===== src/rtl/ov5640_pkg.sv =====
// ----------------------------------------------------------------------------
// ov5640_pkg
// Shared types and constants for the OV5640 DVP capture path.
//   cap_state_e        : capture FSM states (WAIT_CFG, SKIP, CAPTURE)
//   PIX_W              : RGB565 pixel width
//   DVP_W              : bundled DVP width {pclk, vsync, href, data[7:0]}
//   DEFAULT_FRAME_SKIP : settling frames discarded after configuration
//   FRAME_CNT_W/LINE_CNT_W : statistics counter widths
// ----------------------------------------------------------------------------
package ov5640_pkg;

    typedef enum logic [1:0] {
        WAIT_CFG = 2'd0,
        SKIP     = 2'd1,
        CAPTURE  = 2'd2
    } cap_state_e;

    localparam int PIX_W              = 16;
    localparam int DVP_W              = 11;
    localparam int DEFAULT_FRAME_SKIP = 10;
    localparam int FRAME_CNT_W        = 16;
    localparam int LINE_CNT_W         = 12;

    // The sensor sends the high byte of each RGB565 pixel first.
    function automatic logic [PIX_W-1:0] rgb565_pack(input logic [7:0] hi, input logic [7:0] lo);
        return {hi, lo};
    endfunction

endpackage


===== src/rtl/dvp_sync.sv =====
// ----------------------------------------------------------------------------
// dvp_sync
// Brings the DVP bus into the sclk domain. Every signal goes through a
// 2-flop synchronizer; pclk additionally gets a history flop so its rising
// edge can be detected. The edge pulse and the aligned vsync/href/data
// sample are registered together.
//   sclk, s_rst_n               : system clock, async active-low reset
//   cam_pclk/vsync/href/data    : raw DVP inputs (pclk treated as data)
//   pclk_rise                   : one-sclk pulse per detected pclk rise
//   smp_vsync/smp_href/smp_data : sample aligned with pclk_rise
// ----------------------------------------------------------------------------
module dvp_sync
    import ov5640_pkg::*;
(
    input  logic       sclk,
    input  logic       s_rst_n,
    input  logic       cam_pclk,
    input  logic       cam_vsync,
    input  logic       cam_href,
    input  logic [7:0] cam_data,
    output logic       pclk_rise,
    output logic       smp_vsync,
    output logic       smp_href,
    output logic [7:0] smp_data
);

    logic [DVP_W-1:0] sync1, sync2;
    logic             pclk_hist;

    always_ff @(posedge sclk or negedge s_rst_n) begin
        if (!s_rst_n) begin
            sync1     <= '0;
            sync2     <= '0;
            pclk_hist <= 1'b0;
            pclk_rise <= 1'b0;
            smp_vsync <= 1'b0;
            smp_href  <= 1'b0;
            smp_data  <= '0;
        end else begin
            sync1     <= {cam_pclk, cam_vsync, cam_href, cam_data};
            sync2     <= sync1;
            pclk_hist <= sync2[DVP_W-1];
            // Data was launched on the preceding pclk fall, so it is already
            // settled in sync2 when the pclk rise reaches the same stage.
            pclk_rise <= sync2[DVP_W-1] & ~pclk_hist;
            {smp_vsync, smp_href, smp_data} <= sync2[DVP_W-2:0];
        end
    end

endmodule


===== src/rtl/ov5640_capture.sv =====
// ----------------------------------------------------------------------------
// ov5640_capture
// Waits for cfg_done, drops FRAME_SKIP settling frames, then packs DVP byte
// pairs into RGB565 pixels with start-of-frame / end-of-line markers. The
// sensor is never stalled: a pixel emitted while pix_ready=0 sets sticky ovf.
//   sclk, s_rst_n      : system clock (>= 3x pclk), async active-low reset
//   cfg_done           : sensor configured (level, sclk domain)
//   cam_*              : DVP bus, asynchronous
//   pix_ready          : downstream accept
//   pix_valid/data/sof/eol : pixel output, one-cycle pulse, registered
//   ovf                : sticky drop flag, cleared on a vsync rise in CAPTURE
//   capturing          : FSM in CAPTURE
// Optional: OV5640_CAP_STATS_EN adds frame_cnt / line_cnt outputs.
// ----------------------------------------------------------------------------
module ov5640_capture
    import ov5640_pkg::*;
#(
    parameter int H_PIXELS   = 640,
    parameter int FRAME_SKIP = DEFAULT_FRAME_SKIP
) (
    input  logic             sclk,
    input  logic             s_rst_n,
    input  logic             cfg_done,
    input  logic             cam_pclk,
    input  logic             cam_vsync,
    input  logic             cam_href,
    input  logic [7:0]       cam_data,
    input  logic             pix_ready,
    output logic             pix_valid,
    output logic [PIX_W-1:0] pix_data,
    output logic             pix_sof,
    output logic             pix_eol,
    output logic             ovf,
    output logic             capturing
`ifdef OV5640_CAP_STATS_EN
    ,
    output logic [FRAME_CNT_W-1:0] frame_cnt,
    output logic [LINE_CNT_W-1:0]  line_cnt
`endif
);

    localparam int XW     = $clog2(H_PIXELS + 1);
    localparam int SKIP_W = $clog2(FRAME_SKIP + 2);
    localparam logic [XW-1:0]     X_LAST    = XW'(H_PIXELS - 1);
    localparam logic [SKIP_W-1:0] SKIP_LAST = SKIP_W'(FRAME_SKIP);

    cap_state_e        state;
    logic              rise, smp_vs, smp_hs;
    logic [7:0]        smp_d;
    logic              prev_vs;
    logic              vs_rise, enter_cap;
    logic              phase, sof_pend;
    logic [7:0]        hi_byte;
    logic [XW-1:0]     x_cnt;
    logic [SKIP_W-1:0] skip_cnt;

    dvp_sync u_sync (
        .sclk      (sclk),
        .s_rst_n   (s_rst_n),
        .cam_pclk  (cam_pclk),
        .cam_vsync (cam_vsync),
        .cam_href  (cam_href),
        .cam_data  (cam_data),
        .pclk_rise (rise),
        .smp_vsync (smp_vs),
        .smp_href  (smp_hs),
        .smp_data  (smp_d)
    );

    assign vs_rise   = rise & smp_vs & ~prev_vs;
    assign enter_cap = (state == SKIP) & vs_rise & (skip_cnt == SKIP_LAST);
    assign capturing = (state == CAPTURE);

    always_ff @(posedge sclk or negedge s_rst_n) begin
        if (!s_rst_n) begin
            state     <= WAIT_CFG;
            prev_vs   <= 1'b0;
            phase     <= 1'b0;
            sof_pend  <= 1'b0;
            hi_byte   <= '0;
            x_cnt     <= '0;
            skip_cnt  <= '0;
            pix_valid <= 1'b0;
            pix_data  <= '0;
            pix_sof   <= 1'b0;
            pix_eol   <= 1'b0;
            ovf       <= 1'b0;
        end else begin
            pix_valid <= 1'b0;
            if (rise) prev_vs <= smp_vs;

            if (!cfg_done) begin
                state    <= WAIT_CFG;
                phase    <= 1'b0;
                x_cnt    <= '0;
                skip_cnt <= '0;
                sof_pend <= 1'b0;
            end else begin
                case (state)
                    WAIT_CFG: begin
                        state    <= SKIP;
                        skip_cnt <= '0;
                    end
                    SKIP: begin
                        if (enter_cap) begin
                            state    <= CAPTURE;
                            sof_pend <= 1'b1;
                            phase    <= 1'b0;
                            x_cnt    <= '0;
                        end else if (vs_rise) begin
                            skip_cnt <= skip_cnt + 1'b1;
                        end
                    end
                    CAPTURE: begin
                        if (rise) begin
                            if (smp_hs) begin
                                if (!phase) begin
                                    hi_byte <= smp_d;
                                    phase   <= 1'b1;
                                end else begin
                                    pix_valid <= 1'b1;
                                    pix_data  <= rgb565_pack(hi_byte, smp_d);
                                    pix_sof   <= sof_pend;
                                    pix_eol   <= (x_cnt == X_LAST);
                                    sof_pend  <= 1'b0;
                                    phase     <= 1'b0;
                                    if (x_cnt != X_LAST) x_cnt <= x_cnt + 1'b1;
                                end
                            end else begin
                                // Line gap: a dangling high byte is dropped here.
                                phase <= 1'b0;
                                x_cnt <= '0;
                            end
                            if (vs_rise) sof_pend <= 1'b1;
                        end
                    end
                    default: state <= WAIT_CFG;
                endcase
            end

            // A drop in the same cycle as the frame boundary keeps the flag set.
            if (pix_valid && !pix_ready)       ovf <= 1'b1;
            else if (capturing && vs_rise)     ovf <= 1'b0;
        end
    end

`ifdef OV5640_CAP_STATS_EN
    logic prev_hs;
    logic href_fall;

    assign href_fall = rise & ~smp_hs & prev_hs;

    // The vsync rise that enters CAPTURE opens the first captured frame,
    // so it is counted along with the rises seen while capturing.
    always_ff @(posedge sclk or negedge s_rst_n) begin
        if (!s_rst_n) begin
            prev_hs   <= 1'b0;
            frame_cnt <= '0;
            line_cnt  <= '0;
        end else begin
            if (rise) prev_hs <= smp_hs;
            if (!cfg_done) begin
                frame_cnt <= '0;
                line_cnt  <= '0;
            end else begin
                if (enter_cap || (capturing && vs_rise)) frame_cnt <= frame_cnt + 1'b1;
                if (vs_rise)
                    line_cnt <= '0;
                else if (capturing && href_fall && line_cnt != '1)
                    line_cnt <= line_cnt + 1'b1;
            end
        end
    end
`endif

endmodule


===== config.mk =====
export PLATFORM = sky130hd
export DESIGN_NAME = ov5640_capture
export DESIGN_NICKNAME = d
export VERILOG_FILES = /design/src/rtl/ov5640_pkg.sv /design/src/rtl/dvp_sync.sv /design/src/rtl/ov5640_capture.sv
export SDC_FILE = /design/constraint.sdc
export NUM_CORES = 1
export LEC_CHECK = 0
export ABC_CLOCK_PERIOD_IN_PS = 2700
export BUFFER_PORTS_ARGS = -buffer_cell sky130_fd_sc_hd__buf_2
export CAP_MARGIN = 20
export CORE_AREA = 2 2 89 91
export CTS_CLUSTER_DIAMETER = 200
export DETAILED_ROUTE_END_ITERATION = 16
export DIE_AREA = 0 0 91 93
export PLACE_DENSITY = 0.71
export SKIP_LAST_GASP = 1
export SYNTH_ARGS = -nofsm -noshare
export SYNTH_HDL_FRONTEND = slang
export SYNTH_HIERARCHICAL = 1
export SYNTH_SLANG_ARGS = --single-unit

===== constraint.sdc =====
create_clock -name sclk -period 2.7 [get_ports sclk]
set_input_delay 0.54 -clock sclk [delete_from_list [all_inputs] [get_ports sclk]]
set_output_delay 0.54 -clock sclk [all_outputs]
set_load 0.03 [all_outputs]

# [Word level (Yosys, flattened, before mapping)]
# Cells that the tools add are included.
[word_totals] word_cells=91 inputBits=15 ff_bits=81
[op_classes] mux=34 bitwise=8 n_addsub=2 eq_ne=16 reduce_logical=12
[op_table] cell="two-way mux 10 bit" count=6
[op_table] cell="case mux 10 bit (2 select lines)" count=1
[op_table] cell="AND reduction 5 bit" count=4
[op_table] cell="two-way mux 1 bit" count=18
[op_table] cell="two-way mux 4 bit" count=3
[op_table] cell="adder 10 x 1 -> 10 bit, second input constant" count=1
[op_table] cell="== test 10 bit, second input constant" count=1
[op_table] cell="!= test 10 bit, second input constant" count=1
[op_table] cell="!= test 3 bit, second input constant" count=3
[op_table] cell="!= test 4 x 2 -> 1 bit, second input constant" count=2
[op_table] cell="!= test 4 bit, second input constant" count=2
[op_table] cell="case mux 4 bit (2 select lines)" count=1
[op_table] cell="!= test 3 x 1 -> 1 bit, second input constant" count=2
[op_table] cell="case mux 2 bit (3 select lines)" count=1
[op_table] cell="AND reduction 3 bit" count=2
[op_table] cell="AND 1 bit" count=5
[op_table] cell="adder 4 x 1 -> 4 bit, second input constant" count=1
[op_table] cell="== test 4 bit, second input constant" count=1
[op_table] cell="two-way mux 2 bit" count=2
[op_table] cell="case mux 1 bit (2 select lines)" count=2
[op_table] cell="!= test 3 x 2 -> 1 bit, second input constant" count=1
[op_table] cell="NOT 1 bit" count=3
[op_table] cell="== test 2 x 1 -> 1 bit, second input constant" count=1
[op_table] cell="== test 2 bit, second input constant" count=1
[op_table] cell="other kinds (6)" count=7

# [Depth between registers and ports, before layout]
[depth] ltp_word=7 mapped_depth=7

# [Cells and area by module]
# Netlist, hierarchy kept.
[by_module_without_submodules] module="ov5640_capture" instances=1 seq_area_each_um2=1176.1 cells_each=185 area_per_inst_um2=2239.6
[by_module_without_submodules] module="dvp_sync" instances=1 seq_area_each_um2=850.8 cells_each=35 area_per_inst_um2=864.6

# [Least setup slack after synthesis]
# OpenSTA, ideal clock, no wires.
[synth_timing] path_type="register -> register" from="register state[0]" to="register x_cnt[2]" path_stages_with_launch=6 t_arrival_ps=1719 path_slack_ps=877 n_path_buf=1 cell_sequence="dfrtp_1 -> nor2b_1 -> and3_1 -> buf_2 -> nand3_1 -> o311ai_1"
[synth_between] word_cells_on_any_way=12 cone_classes="eq/ne: 7; mux: 2; bitwise: 2; reduce/logical: 1"
[synth_rtl] item="start, declared" line_no="ov5640_capture.sv:47" text="cap_state_e state;"
[synth_rtl] item="start signal, assigned" line_no="ov5640_capture.sv:76" text="state <= WAIT_CFG;"
[synth_rtl] item="start signal, assigned" line_no="ov5640_capture.sv:93" text="state <= WAIT_CFG;"
[synth_rtl] item="start signal, assigned" line_no="ov5640_capture.sv:101" text="state <= SKIP;"
[synth_rtl] item="== test 2 bit (*)"
[synth_rtl] item="net capturing" line_no="ov5640_capture.sv:34" text="output logic capturing"
[synth_rtl] item="!= test 4 bit (no source line), or another cell as far along"
[synth_rtl] item="AND reduction 5 bit (no source line) / two-way mux 10 bit (equally long branches)"
[synth_rtl] item="end signal, assigned" line_no="ov5640_capture.sv:127" text="if (x_cnt != X_LAST) x_cnt <= x_cnt + 1'b1;"
[synth_rtl] item="end, declared" line_no="ov5640_capture.sv:54" text="logic [XW-1:0] x_cnt;"
# Mark *: on every way through the listed nets, which the timed path passes. The rest lies on a longest branch.
# A chain may end at the register's enable or synchronous reset.

# [Final worst setup path]
[layout_timing] from="register state[1]" to="output capturing"
[layout_between] elab_chain_cells=1
[layout_lines] item="== test 2 bit" line_no="ov5640_capture.sv:72" text="assign capturing = (state == CAPTURE);"
[layout_lines] item="end, declared" line_no="ov5640_capture.sv:34"
# Every way passes these cells.

==> run summary <==
Outcome: completed
Fin nets: 278
Yosys Warn Count: 6
Seq pwr share: 57.4%
Gr ovfl total: 0
Met2 global-route usage: 19.9%
DIE WIDTH: 91 um
Total internal power: 1720 uW
Fin crit period: 2.13 ns
First-pass GRT wire length: 8920 um
Core area: 0.00753 sq mm
Busiest layer in global routing: met2
Cell area after layout: 0.00358 sq mm
Clk pwr share: 40.0%
Antenna-violating nets left: 0
# IOs: 36
Placed inst area: 0.00338 sq mm
Max-slew headroom: 35.2%
Post-route setup slack: 0.570 ns
Crit start category: flop
Die height: 93 um
RSZ-0062 raised after global routing: no
Clock transition at path regs: 0.08 ns
Mapped Area: 0.00310 sq mm
Root Driver: clkbuf_8
Sw Ratio: 21.7%
Worst path cell trace: nor2b_1 -> buf_2
H-tree Lvls: 3
Pwr Total: 2190 uW
Worst hold stages: 1
CP max-delay cell: dfrtp_1
Fmax: 469 MHz
Clk_lat worst skew: 0.35 ns
Max cap viols: 0
Pre-CTS WS: 0.499 ns
DR vias/cell: 5.12
DRC viols: 0
Largest net degree at the start of global routing: 82
GRT Util Overall: 13.6%
Placement row count: 32
Avg WL per Cell: 14.1 um
Post-CTS Hold Fix Bufs: 0
Fin. max-slew vios: 0
Initial DRC Count: 139
Power Density: 612 mW/mm^2
Layout overhead on the synthesized area: 15.3%
Critical Path RT: 2.16 ns
Gpl congestion: 0.847
Period utilization: 78.9%
Starting density of the core: 41.2%
Leak pwr: 0.00173 uW
Post-CTS sizing: 0
Antenna diodes: 0
Met3 Track Usage GR: 5.00%
Initial antenna violation count: 0
Final TNS setup: 0 ns
Post-synthesis register bit count: 81
Skew final: 0.00792 ns
Fraction of layout instances using a drive strength above 1: 22.7%
Drt total wl: 5160 um
Critical-path maximum fanout: 13
Seq/Total Area, Yosys: 65.3%
R2R cell count: 3
Post CTS Setup Buffer Count: 0
Crit path arrival time: 1.59 ns
Final hold slack: 0.291 ns
Most used flip-flop cell after synthesis: dfrtp_1
Nature of the critical path endpoint: output pin
Unique masters post-synth: 49
Critical path type: flop to output pin
Synth Net Count: 238
Dpl hpwl: 3400 um
Mean area per synthesized cell: 14.1 sq um
Final Setup Violations: 0
Cell count after synthesis: 220
R2r setup slk: 0.63 ns
Worst slew pin tran: 0.972 ns
Clk buf depth: 2
TritonCTS Sinks: 81
Post-synth ARST share: 100%
Number of flops mapped to enable cells by yosys: 0
CTS Buf Count: 9
VDD IR max: 0.356 mV
Final Hold Viols: 0
Met1 usage: 18.0%
Vias in the first global route: 1861
Hold WC Path Type: primary input to flop
Logic pwr share: 2.7%
Critical Path Max Stage Delay: 0.60 ns
Die ar.: 0.00846 sq mm
Routed vias: 1875
CTS tree: yes
Net Switching: 475 uW
Drt pass-1 iters: 5
Port-buffer cells: 35
[layout make-up]
class	count	area [sq um]
multi-input cells	125	1020
repair buffers	35	178
fillers	694	3950
well taps	102	128
clock inverters	5	62.6
clock buffers	10	138
flip-flops and latches	81	2030
inverters	8	30.0
[synthesized netlist by cell type, types with 2 or more instances]
cell      number  area (sq um)
ha_1           3          37.5
buf_2          3          15.0
or4_1          2          15.0
mux2i_1        3          30.0
nor2_1         4          15.0
nand2_1       12          45.0
a31oi_1        2          12.5
a22o_1         3          26.3
dfrtp_1       81          2030
o211ai_1       5          37.5
nand3b_2       2          22.5
and3_1         5          31.3
o21a_1         3          22.5
a21boi_1       2          15.0
mux2_1        26           293
o21ai_1        6          30.0
clkbuf_1       2          7.51
a21oi_1        3          15.0
nor3_1         3          15.0
nand4b_1       3          26.3
inv_1          8          30.0
nand3_1       12          60.1
[routing by layer]
layer	part of all wire, %	vias to the layer above
met5	0	-
met4	2.3	0
met3	4.7	11
met2	46	47
met1	47	939
li1	-	878
[power by group through the flow]
stage | clock network [uW] | registers [uW] | logic [uW]
after floorplan | 0 | 1280 | 23.8
after global placement | 0 | 1280 | 59.3
after detailed placement | 0 | 1280 | 60.4
after CTS | 908 | 1260 | 60.5
after global routing | 961 | 1260 | 67.6
final | 876 | 1260 | 58.5
[path summary, 6_finish.rpt]
check,startpoint,end
worst max-delay path,state[1],capturing
worst min-delay path,cam_data[7],u_sync/sync1[7]
worst max register to register,state[1],hi_byte[2]
worst min register to register,u_sync/sync1[9],u_sync/sync2[9]
max in group asynchronous,s_rst_n,skip_cnt[0]
min in group asynchronous,s_rst_n,pix_data[2]
[cells by family (layout without fill, tap and decap cells)]
group | after synthesis | in the layout | synth area share, %
flops | 81 | 81 | 65.3
simple gates | 55 | 55 | 11.6
compound gates | 37 | 37 | 9.19
mux | 30 | 30 | 10.8
buf+inv | 14 | 58 | 1.93
fa+ha+maj | 3 | 3 | 1.21
[sequential cells by signal (all words and copies together) (netlist names)]
register and cells:
pix_data 16, u_sync/sync1 11, u_sync/sync2 11, x_cnt 10
hi_byte 8, u_sync/smp_data 8, skip_cnt 4, state 2
ovf 1, phase 1, pix_eol 1, pix_sof 1
pix_valid 1, prev_vs 1, sof_pend 1, u_sync/pclk_hist 1
u_sync/pclk_rise 1, u_sync/smp_href 1, u_sync/smp_vsync 1
[metrics by stage]
step,utilization (%),instances
2_1_floorplan,-,220
3_3_place_gp,44.9,351
3_5_place_dp,44.9,351
4_1_cts,47.6,366
5_1_grt,47.6,366
6_report,47.6,366
[layout by cell type, fill, tap and decap left out, types with 4 or more instances in the layout]
master | netlist | routed
nor2_1 | 4 | 4
nand3_1 | 12 | 12
inv_1 | 8 | 8
nand2_1 | 12 | 12
buf_2 | 3 | 34
mux2_1 | 26 | 26
o21ai_1 | 6 | 6
clkbuf_8 | 0 | 10
and3_1 | 5 | 5
dfrtp_1 | 81 | 81
o211ai_1 | 5 | 5
[critical path, delay by kind of cell, from the launching register on]
family / cells / cell delay [ns]
AND/OR/NAND/NOR: 1 / 0.38
buffers and inverters: 1 / 0.27
flip-flops: 1 / 0.60
No activity file was read; power rests on OpenSTA's default activity.
